==> src/rtl/mips_cycle_sequencer.sv <==
// mips_cycle_sequencer
// Multi-cycle control wrapper for a single-cycle MIPS datapath. Each
// instruction steps through FETCH -> EXEC -> (MEM) -> WB. Memory waits use
// req/ack handshakes. A wait longer than TIMEOUT cycles parks the block in a
// sticky ERROR state, which only reset can clear.
//
// Optional build macro: MIPS_SEQ_RETIRE_CNT_EN
//   Defined  : adds output retired_cnt[CNT_W-1:0], which counts WB cycles and wraps.
//   Undefined: the port and its counter are absent.
//
// Reset is asynchronous and active-low on port 'reset'.

module mips_cycle_sequencer #(
  parameter int TIMEOUT = 16,  // max cycles in one FETCH/MEM wait, >= 2
  parameter int CNT_W   = 32   // retired-instruction counter width
) (
  input  logic             clk,
  input  logic             reset,
  input  logic             run,
  input  logic             imem_ack,
  input  logic             dmem_ack,
  input  logic             mem_rd,
  input  logic             mem_wr,
  input  logic             werf_in,
  output logic             imem_req,
  output logic             ir_load,
  output logic             dmem_req,
  output logic             dmem_we,
  output logic             werf,
  output logic             pc_en,
  output logic             busy,
  output logic             err,
  output logic [2:0]       state_dbg
`ifdef MIPS_SEQ_RETIRE_CNT_EN
  ,
  output logic [CNT_W-1:0] retired_cnt
`endif
);

  typedef enum logic [2:0] {
    S_IDLE  = 3'd0,
    S_FETCH = 3'd1,
    S_EXEC  = 3'd2,
    S_MEM   = 3'd3,
    S_WB    = 3'd4,
    S_ERROR = 3'd7
  } state_t;

  // The wait counter only ever reaches TIMEOUT-1, so clog2 bits are enough.
  localparam int                WAIT_W    = (TIMEOUT > 2) ? $clog2(TIMEOUT) : 1;
  localparam logic [WAIT_W-1:0] WAIT_LAST = WAIT_W'(TIMEOUT - 1);

  state_t              r_state;
  state_t              w_next_state;
  logic [WAIT_W-1:0]   r_wait_cnt;
  logic [WAIT_W-1:0]   w_wait_cnt_next;

  // State and wait-counter registers.
  // NOTE: sequential state uses non-blocking assignments so every flop samples
  // pre-edge values. Blocking assignments here would create order-dependent races.
  always_ff @(posedge clk or negedge reset) begin
    if (!reset) begin
      r_state    <= S_IDLE;
      r_wait_cnt <= '0;
    end else begin
      r_state    <= w_next_state;
      r_wait_cnt <= w_wait_cnt_next;
    end
  end

  // Next-state, wait-counter and output decode.
  // NOTE: every signal gets a default before the case. A path that leaves one
  // unassigned would infer a latch.
  always_comb begin
    w_next_state    = r_state;
    w_wait_cnt_next = r_wait_cnt;
    imem_req        = 1'b0;
    ir_load         = 1'b0;
    dmem_req        = 1'b0;
    dmem_we         = 1'b0;
    werf            = 1'b0;
    pc_en           = 1'b0;
    busy            = 1'b0;
    err             = 1'b0;

    unique case (r_state)
      S_IDLE: begin
        if (run) begin
          w_next_state    = S_FETCH;
          w_wait_cnt_next = '0;
        end
      end

      S_FETCH: begin
        imem_req = 1'b1;
        busy     = 1'b1;
        if (imem_ack) begin
          // An ack in the final allowed cycle still wins over the timeout.
          ir_load      = 1'b1;
          w_next_state = S_EXEC;
        end else if (r_wait_cnt == WAIT_LAST) begin
          w_next_state = S_ERROR;
        end else begin
          w_wait_cnt_next = r_wait_cnt + 1'b1;
        end
      end

      S_EXEC: begin
        busy = 1'b1;
        if (mem_rd || mem_wr) begin
          w_next_state    = S_MEM;
          w_wait_cnt_next = '0;
        end else begin
          w_next_state = S_WB;
        end
      end

      S_MEM: begin
        dmem_req = 1'b1;
        // A decode with both rd and wr set is treated as a store.
        dmem_we  = mem_wr;
        busy     = 1'b1;
        if (dmem_ack) begin
          w_next_state = S_WB;
        end else if (r_wait_cnt == WAIT_LAST) begin
          w_next_state = S_ERROR;
        end else begin
          w_wait_cnt_next = r_wait_cnt + 1'b1;
        end
      end

      S_WB: begin
        werf  = werf_in;
        pc_en = 1'b1;
        busy  = 1'b1;
        if (run) begin
          w_next_state    = S_FETCH;
          w_wait_cnt_next = '0;
        end else begin
          w_next_state = S_IDLE;
        end
      end

      S_ERROR: begin
        err = 1'b1;
      end

      default: begin
        // Unused encodings fall back to IDLE.
        w_next_state = S_IDLE;
      end
    endcase
  end

  assign state_dbg = r_state;

`ifdef MIPS_SEQ_RETIRE_CNT_EN
  logic [CNT_W-1:0] r_retired_cnt;

  // Count one retire per WB cycle. The count wraps naturally and holds in ERROR.
  always_ff @(posedge clk or negedge reset) begin
    if (!reset) begin
      r_retired_cnt <= '0;
    end else if (r_state == S_WB) begin
      r_retired_cnt <= r_retired_cnt + CNT_W'(1);
    end
  end

  assign retired_cnt = r_retired_cnt;
`else
  // CNT_W only sizes the optional counter. Keep it referenced in the base build.
  logic w_unused_cnt_w;
  assign w_unused_cnt_w = (CNT_W > 0);
`endif

endmodule

==> config.mk <==
export PLATFORM = sky130hd
export DESIGN_NAME = mips_cycle_sequencer
export DESIGN_NICKNAME = d
export VERILOG_FILES = /design/src/rtl/mips_cycle_sequencer.sv
export SDC_FILE = /design/constraint.sdc
export NUM_CORES = 1
export LEC_CHECK = 0
export ABC_CLOCK_PERIOD_IN_PS = 4050
export CAP_MARGIN = 20
export CORE_AREA = 2 2 39 41
export DETAILED_ROUTE_END_ITERATION = 16
export DIE_AREA = 0 0 41 43
export GPL_TIMING_DRIVEN = 0
export PLACE_DENSITY = 0.69
export SLEW_MARGIN = 20
export SYNTH_ARGS = -nofsm -noshare
export SYNTH_HDL_FRONTEND = slang
export SYNTH_SLANG_ARGS = --single-unit
==> constraint.sdc <==
create_clock -name clk -period 4.05 [get_ports clk]
set_clock_uncertainty 0.15 [all_clocks]
set_input_delay 1.215 -clock clk [delete_from_list [all_inputs] [get_ports clk]]
set_output_delay 1.215 -clock clk [all_outputs]
set_load 0.005 [all_outputs]
==> results_dict.tcl <==
set metrics [dict create \
    outcome "finished, final reports clean" \
    critPathMaxFanout 3 \
    power_leakage_nw 0.3012 \
    yosysSeqAreaShare_pct 35.99 \
    async_flop_share_pct 100.0 \
    htreeDepth 1 \
    syn_area_per_cell_sq_um 8.539 \
    power_frac_comb_pct 7.8 \
    ir_worst_vdd_mv 0.1687 \
    final_nets 89 \
    final_cells 95 \
    path_cells "clkdlybuf4s50_1 > inv_1 > nor3_1 > clkdlybuf4s50_1" \
    slowest_delay_ns 0.53 \
    fp.dieW_um 41 \
    grt_usage_pct 14.68 \
    wire_per_inst_um 11.02 \
    endpoint_kind "output port" \
    wl_met1_um 464 \
    finalSetupViolCount 0 \
    first_global_vias 449 \
    power_density_nw_per_um2 204.1 \
    cts_root_buf "clkbuf_4" \
    fin_tns_setup_ns 0 \
    std_cell_rows 14 \
    cp_common_cell "clkdlybuf4s50_1" \
    ys_ff_latch 7 \
    clkSinkCount 7 \
    dr.pass1.iters 4 \
    ctsResizeCount 0 \
    drt_iter0_markers 12 \
    clock_power_share_pct 43.3 \
    via_per_inst 5.137 \
    tritoncts "yes" \
    gp_congestion 0.7483 \
    slew_headroom_pct 73.88 \
    worstPathArrival_ns 2.48 \
    ant_nets 0 \
    syn-instance-count 57 \
    synthFlopType "dfrtp_1" \
    ys_top_cells_by_count "nor2_1 (8), dfrtp_1 (7), nand2_1 (4)" \
    start_util_pct 35.17 \
    worstPathRequired_ns 2.68 \
    grt_pass1_wl_um 1759 \
    hold_buffers 0 \
    top_layer "met4" \
    areaGrowthSynthToFinish_pct 46.53 \
    internal-power_w 0.0001158 \
    vias 488 \
    clockBufferDepth 2 \
    swShare_pct 20.46 \
    power_switching_w 0.00002977 \
    fp.dieH_um 43 \
    met3WireLength_um 73 \
    yosysMostFrequentCell "nor2_1" \
    clk_pin_slew_ns 0.05 \
    insertion_delay_ns 0.25 \
    post-route-min-period_ns 3.843 \
    numCtsBuffers 3 \
    cp_top_family "buffers and inverters" \
    yosysTopAreaCellShare_pct 35.99 \
    critPathKind "in2out" \
    numPortBuffers 18 \
    startpoint_type "primary input" \
    antenna_found_initial 0 \
    n_antenna_cell 0 \
    worstHoldPathType "reg2reg" \
    pin_count 19 \
    fmax_ghz 0.2602 \
    post_cts_buffers 0 \
    drc 0 \
    finalCritPeriodShare_pct 94.88 \
    grt_remaining_overflow 0 \
    drive_gt1_share_pct 8.861 \
    synth-edff-count 0 \
    yosys_warnings 0 \
    p_seq_share_pct 48.9 \
    grt_setup_unrepaired "no" \
    synth_area_leaders "dfrtp_1 (36%), nor2_1 (6.2%), o22ai_1 (3.9%), a22o_1 (3.6%), o2bb2ai_1 (3.6%)" \
    ys_types 27 \
    dp_hpwl_um 821.2 \
    core_sq_um 1384 \
    dpl.cell_count 91 \
    synth_area_sq_um 486.7 \
    syn-num-nets 66 \
    worstMarginPinSlew_ns 0.3918 \
    worst_path_max_delay_cell "clkdlybuf4s50_1" \
    routed_wl_um 1047 \
    maxCapViolCount 0 \
    crit_buf_inv 3 \
    dr_wl_met2_um 488 \
    final-max-slew-violation-count 0 \
    yosys.area.top_type "dfrtp_1" \
    floorplan.die_area_sq_um 1763 \
    grt_max_degree 11 \
    finalHoldViolations 0 \
]
## power groups by stage
stage	clock, W	sequential (W)	combinational, W
after floorplan	0	0.0000722	0.00000290
after global placement	0	0.0000723	0.0000115
after detailed placement	0	0.0000723	0.0000114
after CTS	0.0000650	0.0000711	0.0000115
after global routing	0.0000697	0.0000712	0.0000126
final	0.0000630	0.0000712	0.0000114
## worst reg2reg max path: cells and delay by family (launching register included)
kind | cells | cell delay [ns]
multiplexers | 1 | 0.26
buffers and inverters | 1 | 0.14
AO/OA/AOI/OAI | 1 | 0.25
AND/OR/NAND/NOR | 2 | 0.57
flip-flops | 1 | 0.38
## per-layer routing
metal	GRT usage, %	vias up
li1	-	251
met2	21.56	19
met4	4.667	0
met1	17.82	216
met5	0	-
met3	7.853	2
## logic make-up (layout without fill, tap and decap cells)
| kind of cell | Yosys count | count (layout) | synth area share [%] |
|---|---|---|---|
| AO/OA/AOI/OAI | 13 | 13 | 19.03 |
| XOR/XNOR | 1 | 1 | 1.800 |
| adder cells (fa/ha/maj) | 1 | 1 | 2.570 |
| buffers and inverters | 5 | 27 | 5.399 |
| flip-flops | 7 | 7 | 35.99 |
| multiplexers | 1 | 1 | 2.313 |
| AND/OR/NAND/NOR | 29 | 29 | 32.90 |
## flip-flops by register name (all words and copies together), names as in the netlist
| signal | count |
|---|---|
| state_dbg | 3 |
| r_wait_cnt | 4 |
## path summary, 6_finish.rpt
| kind | to | startpoint | cells after the start | slack [ns] |
|---|---|---|---|---|
| worst max-delay path | ir_load | imem_ack | 4 | 0.21 |
| worst min-delay path | r_wait_cnt[1] | r_wait_cnt[1] | 1 | 0.39 |
| worst max register to register | r_wait_cnt[0] | state_dbg[0] | 5 | 2.18 |
| worst min register to register | r_wait_cnt[1] | r_wait_cnt[1] | 1 | 0.39 |
| max in group asynchronous | state_dbg[2] | reset | 1 | 2.44 |
| min in group asynchronous | r_wait_cnt[3] | reset | 1 | 1.07 |
## placed cells by master, fill, tap and decap left out
cell type         n
ha_1              1
nand2_1           4
a32oi_1           1
nor2b_1           2
and2_1            2
a22o_1            2
nand2b_1          2
o211a_1           1
clkdlybuf4s50_1  18
or3_4             1
o22ai_1           3
o21ai_1           2
xnor2_1           1
nand3_1           3
or2_1             1
dfrtp_1           7
o2bb2ai_1         2
inv_1             2
and3_1            2
clkbuf_1          3
and3_4            1
buf_6             1
a21oi_1           2
nor2_1            8
mux2_2            1
or3_1             1
and4b_1           1
nor3_1            1
clkbuf_4          3
## area by class of cell
cell class                 count  area, sq um
sequential                     7        175.2
clock buffer                   4        26.28
inverter                       2        7.507
fill                         141        670.6
timing repair buffer          18        180.2
tap                           16        20.02
multi-input combinational     45        285.3
buffer                         3        18.77
## through the flow
| step | setup WS [ns] | total power [W] | instance area, sq um | util, % | hold WS, ns |
|---|---|---|---|---|---|
| 2_1_floorplan | 1.235 | 0.00007507 | 486.7 | - | 0.3421 |
| 3_3_place_gp | 0.2215 | 0.00008374 | 686.9 | 49.64 | 0.3675 |
| 3_5_place_dp | 0.2036 | 0.00008370 | 686.9 | 49.64 | 0.3845 |
| 4_1_cts | 0.2075 | 0.0001477 | 713.2 | 51.54 | 0.4075 |
| 5_1_grt | 0.1238 | 0.0001535 | 713.2 | 51.54 | 0.4113 |
| 6_report | 0.2073 | 0.0001455 | 713.2 | 51.54 | 0.3945 |
Power figures use the tool's default switching activity.
